**config.mk**
```make
export PLATFORM = sky130hd
export DESIGN_NAME = button_selector
export DESIGN_NICKNAME = d
export VERILOG_FILES = /design/src/rtl/button_selector.sv
export SDC_FILE = /design/constraint.sdc
export NUM_CORES = 1
export LEC_CHECK = 0
export CORE_ASPECT_RATIO = 1.1
export CORE_MARGIN = 2
export CORE_UTILIZATION = 35
export CTS_CLUSTER_DIAMETER = 50
export DETAILED_ROUTE_END_ITERATION = 7
export GPL_ROUTABILITY_DRIVEN = 0
export PLACE_DENSITY_LB_ADDON = 0.08
export SKIP_LAST_GASP = 1
export SYNTH_ARGS = -nofsm -noshare
export SYNTH_HDL_FRONTEND = slang
export SYNTH_SLANG_ARGS = --single-unit
export TNS_END_PERCENT = 20
```
**constraint.sdc**
```tcl
create_clock -name clk -period 1.63 [get_ports clk]
set_input_delay 0.326 -clock clk [delete_from_list [all_inputs] [get_ports clk]]
set_output_delay 0.326 -clock clk [all_outputs]
set_load 0.05 [all_outputs]
```
**src/rtl/button_selector.sv**
```systemverilog
// Purpose: synchronise, debounce and prioritise N push-buttons into one-cycle press/auto-repeat pulses.
// Latency: raw rise to press pulse is 3+DEBOUNCE_CYCLES clock edges; all outputs registered.
// Backpressure: none; presses while enable=0 or losing priority are dropped, never queued.
module button_selector #(
    parameter int N_BUTTONS       = 2,
    parameter int DEBOUNCE_CYCLES = 4,
    parameter int REPEAT_EN       = 0,
    parameter int REPEAT_DELAY    = 10,
    parameter int REPEAT_PERIOD   = 4,
    localparam int CODE_W = (N_BUTTONS > 1) ? $clog2(N_BUTTONS) : 1
) (
    input  logic                 clk,
    input  logic                 rst_n,
    input  logic                 enable,
    input  logic [N_BUTTONS-1:0] buttons,
    output logic [N_BUTTONS-1:0] pulse,
    output logic [N_BUTTONS-1:0] held,
    output logic [CODE_W-1:0]    code,
    output logic                 repeat_flag
);

    localparam int DCW  = $clog2(DEBOUNCE_CYCLES + 1);
    localparam int RMAX = (REPEAT_DELAY > REPEAT_PERIOD) ? REPEAT_DELAY : REPEAT_PERIOD;
    localparam int RCW  = $clog2(RMAX + 1);

    typedef enum logic [1:0] {
        ST_IDLE   = 2'd0,
        ST_DELAY  = 2'd1,
        ST_REPEAT = 2'd2
    } state_t;

    logic [N_BUTTONS-1:0] s1;
    logic [N_BUTTONS-1:0] s2;
    logic [N_BUTTONS-1:0] stable;
    logic [N_BUTTONS-1:0] stable_d;
    logic [DCW-1:0]       dcnt [N_BUTTONS];

    logic [N_BUTTONS-1:0] press;
    logic                 sel_vld;
    logic [CODE_W-1:0]    sel_idx;

    state_t               state;
    logic [CODE_W-1:0]    owner;
    logic [RCW-1:0]       rcnt;
    logic                 owner_held;
    logic [RCW-1:0]       rcnt_target;

    // Two-flop synchroniser, per-button debounce counter and one-cycle-delayed stable copy for edge detect.
    always_ff @(posedge clk or negedge rst_n) begin
        if (!rst_n) begin
            s1       <= '0;
            s2       <= '0;
            stable   <= '0;
            stable_d <= '0;
            for (int i = 0; i < N_BUTTONS; i++) begin
                dcnt[i] <= '0;
            end
        end else begin
            s1       <= buttons;
            s2       <= s1;
            stable_d <= stable;
            for (int i = 0; i < N_BUTTONS; i++) begin
                if (s2[i] == stable[i]) begin
                    dcnt[i] <= '0;
                end else if (dcnt[i] == DCW'(DEBOUNCE_CYCLES - 1)) begin
                    // Level has disagreed for DEBOUNCE_CYCLES consecutive cycles: accept it.
                    stable[i] <= s2[i];
                    dcnt[i]   <= '0;
                end else begin
                    dcnt[i] <= dcnt[i] + DCW'(1);
                end
            end
        end
    end

    assign held  = stable;
    assign press = stable & ~stable_d;

    // Lowest-index press wins; simultaneous higher-index presses are simply ignored.
    always_comb begin
        sel_vld = |press;
        sel_idx = '0;
        for (int i = N_BUTTONS - 1; i >= 0; i--) begin
            if (press[i]) begin
                sel_idx = CODE_W'(i);
            end
        end
    end

    assign owner_held  = stable[owner];
    assign rcnt_target = (state == ST_DELAY) ? RCW'(REPEAT_DELAY) : RCW'(REPEAT_PERIOD);

    // Repeat FSM with registered pulse/code/repeat_flag; a fresh press always pre-empts a pending repeat.
    always_ff @(posedge clk or negedge rst_n) begin
        if (!rst_n) begin
            state       <= ST_IDLE;
            owner       <= '0;
            rcnt        <= '0;
            pulse       <= '0;
            code        <= '0;
            repeat_flag <= 1'b0;
        end else begin
            pulse       <= '0;
            code        <= '0;
            repeat_flag <= 1'b0;
            if (enable && sel_vld) begin
                pulse <= N_BUTTONS'(1) << sel_idx;
                code  <= sel_idx;
                owner <= sel_idx;
                rcnt  <= RCW'(1);
                state <= (REPEAT_EN != 0) ? ST_DELAY : ST_IDLE;
            end else begin
                case (state)
                    ST_IDLE: begin
                        state <= ST_IDLE;
                    end
                    ST_DELAY, ST_REPEAT: begin
                        if (!enable || !owner_held) begin
                            state <= ST_IDLE;
                        end else if (rcnt == rcnt_target) begin
                            pulse       <= N_BUTTONS'(1) << owner;
                            code        <= owner;
                            repeat_flag <= 1'b1;
                            rcnt        <= RCW'(1);
                            state       <= ST_REPEAT;
                        end else begin
                            rcnt <= rcnt + RCW'(1);
                        end
                    end
                    default: begin
                        state <= ST_IDLE;
                    end
                endcase
            end
        end
    end

endmodule

```
==> results.json, run 1 <==
{
  "outcome": "finished clean",
  "clockBufferDepth": 2,
  "cts.sinks": 23,
  "synth_nets": 86,
  "grt.overflow.total": 0,
  "final_layout_size_suffix_gt1_share_pct": 22.83,
  "drtIter0Drc": 8,
  "timing.fmax_mhz": 699.4,
  "routed_via_density": 4.846,
  "post-route-min-period_ns": 1.430,
  "design.portCount": 11,
  "critical_path_class": "flip-flop to flip-flop",
  "dp_cells": 119,
  "pin_count_of_the_biggest_net_entering_global_routing": 24,
  "timing.max_cap.violations": 0,
  "synth_enable_flop_cells": 0,
  "skew_ns": 0.007736,
  "cts-root-buf": "clkbuf_4",
  "antennaDiodeCount": 0,
  "powerDensity_nw_per_um2": 1492,
  "detailedRoute.firstPassIterationCount": 4,
  "first_global_vias": 608,
  "hold_path.class": "input port to asynchronous set/reset pin",
  "antenna_violating_nets_post_route": 0,
  "dieArea_um2": 3127,
  "worst_case_reg_to_reg_path_depth": 6,
  "placement_rows": 19,
  "synth.top_cells.by_area": "dfrtp_1 (61%), ha_1 (5.3%), nor3b_1 (3.2%), mux2_2 (2.4%), a21oi_1 (2.1%)",
  "yosys_warnings": 0,
  "ctsResizeCount": 0,
  "slew_limit_headroom_pct": 80.72,
  "vdd.ir_drop.worst_v": 0.0009794,
  "worst_pin_slew_ns": 0.2836,
  "synth_area_per_cell_um2": 12.25,
  "yosys.area.top_type_share_pct": 61.01,
  "via_count": 596,
  "remaining_drc_errors": 0,
  "starting_density_of_the_core_pct": 37.44,
  "core_region_area_um2": 2520,
  "synth.cells.most_frequent": "dfrtp_1 (23), nand2_1 (5)",
  "leakagePower_nw": 0.5145,
  "worst-endpoint-required_ns": 1.86,
  "timing.final.crit_share_pct": 87.72,
  "final_net_count": 102,
  "regArea_um2": 575.6,
  "ys_flop_type": "dfrtp_1",
  "die_width_um": 53.50,
  "area_growth_from_synthesis_to_final_layout_pct": 19.63,
  "synth_async_sr_flop_share_pct": 100.0,
  "holdBufCountCts": 0,
  "h-tree-depth": 1,
  "die-height_um": 58.45,
  "timing.critical_path.to_type": "flip-flop",
  "report.power.total_w": 0.001684,
  "grt_util_all_layers_pct": 12.28,
  "report.final.slew_viol_count": 0,
  "fillers": 250,
  "port_buffers": 10,
  "cts_made_buffers": 3,
  "final-setup-viol-count": 0,
  "cts_post_setup_buffers_inserted": 0,
  "wire_length_of_the_first_global_routing_pass_mm": 2.697,
  "area_taken_by_multi_input_logic_gates_um2": 344.1,
  "synth_top_cell_by_area": "dfrtp_1",
  "synthesis.area_um2": 943.4,
  "stdcell_count": 123,
  "timing.setup.tns_ns": 0,
  "critPathArrivalTime_ns": 1.66,
  "number_of_synthesized_register_bits": 23,
  "antenna_found_initial": 0,
  "clk_pin_slew_ns": 0.12,
  "tritoncts": "done",
  "cp_max_fo": 5,
  "avgRoutedWirePerCell_um": 12.35,
  "synthCells": 77,
  "synthDistinctLibCells": 28,
  "ys_seq_area_share_pct": 61.01,
  "synth_most_common_cell": "dfrtp_1",
  "worst_setup_path_start_kind": "flip-flop",
  "grt_setup_unrepaired": "no",
  "route.final.wire_length_mm": 1.519,
  "dp.final_hpwl_mm": 1.088,
  "clk-insertion-delay-late_ns": 0.30,
  "final_hold_viol_count": 0
}
[stage by stage]
step	setup WS (ns)	cell area, um2	hold slack [ns]	util [%]
final	0.2001	1129	0.3576	44.79
after global routing	0.1044	1129	0.3613	44.79
after CTS	0.1978	1129	0.3545	44.79
after detailed placement	0.07474	1102	0.3403	43.74
after global placement	0.08041	1102	0.3364	43.74
after floorplan	0.1268	943.4	0.03041	-
[metal layers]
layer	up-vias	part of all wire, %	track usage, %
li1	293	-	-
met1	292	48	15.81
met2	9	47	18.34
met3	2	4.0	3.046
met4	0	1.1	7.692
met5	-	0	0
[logic make-up after synthesis]
family / count (synthesis) / share of synthesized area, %
and+or+nand+nor: 27 / 16.18
buffers and inverters: 5 / 2.520
adders and majority gates: 4 / 5.305
AOI/OAI and AO/OA: 13 / 9.284
xor gates and xnor gates: 2 / 1.857
DFF: 23 / 61.01
muxes: 3 / 3.846
[final timing paths]
check / start / endpoint / slack (ns)
worst max-delay path: rcnt[0]$_DFFE_PN0P_ / rcnt[0]$_DFFE_PN0P_ / 0.20
worst min-delay path: rst_n / dcnt[2]$_DFF_PN0_ / 0.36
worst max register to register: rcnt[0]$_DFFE_PN0P_ / rcnt[0]$_DFFE_PN0P_ / 0.20
worst min register to register: s1[0]$_DFF_PN0_ / s2[0]$_DFF_PN0_ / 0.37
max in group asynchronous: rst_n / stable_d[0]$_DFF_PN0_ / 1.05
min in group clk: s1[0]$_DFF_PN0_ / s2[0]$_DFF_PN0_ / 0.37
[layout by cell type, fill, tap and decap left out]
| cell type | n |
|---|---|
| a32oi_1 | 1 |
| clkbuf_1 | 1 |
| o21a_1 | 1 |
| nor2_4 | 1 |
| mux2i_2 | 1 |
| o21ai_2 | 1 |
| a32o_1 | 1 |
| inv_2 | 1 |
| nor2_1 | 4 |
| nor2b_1 | 3 |
| and2b_1 | 2 |
| buf_4 | 7 |
| clkdlybuf4s50_1 | 4 |
| xnor2_1 | 2 |
| ha_1 | 4 |
| inv_1 | 2 |
| o21ai_0 | 2 |
| and3_1 | 1 |
| o31ai_2 | 1 |
| nor3_1 | 3 |
| clkbuf_4 | 3 |
| mux2_2 | 2 |
| a21oi_1 | 4 |
| nand2_2 | 1 |
| or2_2 | 1 |
| nor3b_1 | 4 |
| dfrtp_1 | 23 |
| o21ai_1 | 2 |
| nand2_1 | 5 |
| buf_12 | 2 |
| nand3_1 | 2 |
[worst max-delay path, stage by stage, from the launching register on]
cell,delay (ns)
dfrtp_1,0.44
inv_1,0.08
ha_1,0.15
nand2_1,0.06
or2_2,0.30
and3_1,0.19
o21ai_1,0.13
[where the power goes]
group / internal [W] / switching (W) / total [W] / leakage [nW]
Sequential: 0.000688 / 0.0000904 / 0.000778 / 0.292
Combinational: 0.000292 / 0.000359 / 0.000651 / 0.208
Clock: 0.0000953 / 0.000159 / 0.000254 / 0.0150
[area by class of cell]
| type | instances | share of cell area [%] |
|---|---|---|
| Multi-Input combinational cell | 49 | 30.49 |
| Tap cell | 31 | 3.437 |
| Sequential cell | 23 | 51.00 |
| Inverter | 3 | 0.9978 |
| Clock buffer | 4 | 2.328 |
| Timing Repair Buffer | 13 | 11.75 |
[registers in the layout, indices dropped and copies added, names as in the netlist]
register     count
state            1
rcnt             4
repeat_flag      1
owner            1
s1               2
held             2
stable_d         2
dcnt             6
code             1
s2               2
pulse            1
Note: power is estimated with default switching activity, not from simulation.
==> run 2: changes to the inputs <==
--- a/config.mk
+++ b/config.mk
@@ -5,7 +5,7 @@
 export SDC_FILE = /design/constraint.sdc
 export NUM_CORES = 1
 export LEC_CHECK = 0
-export CORE_ASPECT_RATIO = 1.1
+export CORE_ASPECT_RATIO = 0.6
 export CORE_MARGIN = 2
 export CORE_UTILIZATION = 35
 export CTS_CLUSTER_DIAMETER = 50
==> constraint.sdc (replaced) <==
create_clock -name clk -period 1.8 [get_ports clk]
set_input_delay 0.36 -clock clk [delete_from_list [all_inputs] [get_ports clk]]
set_output_delay 0.36 -clock clk [all_outputs]
set_load 0.05 [all_outputs]
==> run 2 against run 1 <==
  * Register-to-register slack improved by 0.14 ns
  * Sequential power decreased by 8.7%
  * Clock skew decreased by 0.0046 ns
  * Largest cell class unchanged
  * Highest routed layer is now met3
==> results.json, run 2 (synthesized netlist as in run 1, its figures left out) <==
{
  "outcome": "finished clean",
  "power_report.internal_total_w": 0.0009757,
  "clockBufferDepth": 2,
  "worst-endpoint-required_ns": 1.98,
  "wire_length_of_the_first_global_routing_pass_mm": 2.663,
  "grt_util_all_layers_pct": 11.68,
  "detailedRoute.firstPassIterationCount": 4,
  "clk_pin_slew_ns": 0.08,
  "r2r_slack_ns": 0.34,
  "slew_limit_headroom_pct": 79.31,
  "remaining_drc_errors": 0,
  "die_width_um": 71.03,
  "holdBufCountCts": 0,
  "dp.final_hpwl_mm": 1.064,
  "cts.sinks": 23,
  "antenna_violating_nets_post_route": 0,
  "first_global_vias": 556,
  "die-height_um": 44.22,
  "grt_setup_unrepaired": "no",
  "final_net_count": 101,
  "largest_register_ffs": 6,
  "tritoncts": "done",
  "final-setup-viol-count": 0,
  "avgRoutedWirePerCell_um": 12.14,
  "cts-root-buf": "clkbuf_8",
  "h-tree-depth": 1,
  "core_region_area_um2": 2540,
  "ctsResizeCount": 0,
  "worst_setup_path_start_kind": "flip-flop",
  "largest_registers": "dcnt x6, rcnt x4",
  "antenna_found_initial": 0,
  "via_count": 575,
  "powerDensity_nw_per_um2": 1368,
  "leakagePower_nw": 0.5087,
  "critical_path_class": "flip-flop to flip-flop",
  "grt.met2_usage_pct": 14.95,
  "design.portCount": 11,
  "drtIter0Drc": 27,
  "dp_cells": 119,
  "dieArea_um2": 3140,
  "cts_post_setup_buffers_inserted": 0,
  "pin_count_of_the_biggest_net_entering_global_routing": 24,
  "timing.max_cap.violations": 0,
  "final_common_cell": "dfrtp_1",
  "report.final.slew_viol_count": 0,
  "antennaDiodeCount": 0,
  "stdcell_count": 123,
  "power.clock.fraction_pct": 20.7,
  "post-route-min-period_ns": 1.457,
  "power.share.sequential_pct": 46.5,
  "hold_path.class": "flip-flop to flip-flop",
  "worst_pin_slew_ns": 0.3080,
  "cp_max_fo": 5,
  "finalHoldWorstSlack_ns": 0.3523,
  "route.final.wire_length_mm": 1.493,
  "clk-insertion-delay-late_ns": 0.26,
  "report.power.total_w": 0.001527,
  "skew_ns": 0.003092,
  "grt.overflow.total": 0,
  "globalRouteMet1Util_pct": 16.81,
  "registers.top_by_ff_count": "dcnt",
  "mostFrequentLayoutCells": "dfrtp_1 (23), buf_4 (8), nand2_1 (5)",
  "share_of_power_burned_in_combinational_logic_pct": 32.8,
  "starting_density_of_the_core_pct": 37.14,
  "vdd.ir_drop.worst_v": 0.0005280,
  "critPathArrivalTime_ns": 1.64,
  "grt.met3_usage_pct": 5.011,
  "final_layout_size_suffix_gt1_share_pct": 21.98,
  "cts_made_buffers": 3,
  "routed_via_density": 4.675,
  "timing.setup.tns_ns": 0,
  "total_switching_power_w": 0.0005511,
  "area_growth_from_synthesis_to_final_layout_pct": 18.30,
  "final_hold_viol_count": 0,
  "port_buffers": 10,
  "timing.fmax_mhz": 686.5,
  "timing.final.crit_share_pct": 80.93,
  "grt_most_used_layer": "met1",
  "timing.critical_path.to_type": "flip-flop",
  "placement_rows": 14,
  "p_sw_share_pct": 36.09
}
run 2: area by class of cell:
type	count	area (um2)
Clock buffer	4	45.04
Fill cell	238	1424
Inverter	3	11.26
Multi-Input combinational cell	49	344.1
Sequential cell	23	575.6
Tap cell	32	40.04
Timing Repair Buffer	12	100.1
run 2: path summary, 6_finish.rpt:
path,cells after the start,endpoint,start
setup / recovery,6,rcnt[0]$_DFFE_PN0P_,rcnt[0]$_DFFE_PN0P_
hold / removal,0,s2[0]$_DFF_PN0_,s1[0]$_DFF_PN0_
setup reg to reg,6,rcnt[0]$_DFFE_PN0P_,rcnt[0]$_DFFE_PN0P_
hold reg to reg,0,s2[0]$_DFF_PN0_,s1[0]$_DFF_PN0_
max in group asynchronous,2,s1[0]$_DFF_PN0_,rst_n
min in group asynchronous,2,rcnt[0]$_DFFE_PN0P_,rst_n
run 2: worst max-delay path, cell delays in order, from the launching register on:
cell,delay [ns]
dfrtp_1,0.43
inv_1,0.08
ha_1,0.16
nand2_1,0.06
or2_2,0.32
and3_1,0.19
o21ai_1,0.14
run 2: per-layer routing:
layer / vias to the layer above / routed length, um / share of wire, %
met3: 0 / 73 / 4.9
li1: 293 / - / -
met4: 0 / 0 / 0
met5: - / 0 / 0
met2: 9 / 583 / 39
met1: 273 / 836 / 56
run 2: power groups by stage:
stage                     Clock (W)  Sequential (W)  Combinational, W
final                      0.000316        0.000710          0.000500
after global routing       0.000354        0.000727          0.000541
after CTS                  0.000327        0.000714          0.000504
after detailed placement          0        0.000722          0.000504
after global placement            0        0.000720          0.000502
after floorplan                   0        0.000823          0.000265
run 2: through the flow:
step	cell area, um2	worst slack [ns]	util (%)
final	1116	0.3433	43.94
after global routing	1116	0.2288	43.94
after CTS	1116	0.3409	43.94
after detailed placement	1071	0.1956	42.17
after global placement	1071	0.2035	42.17
after floorplan	943.4	0.2968	-
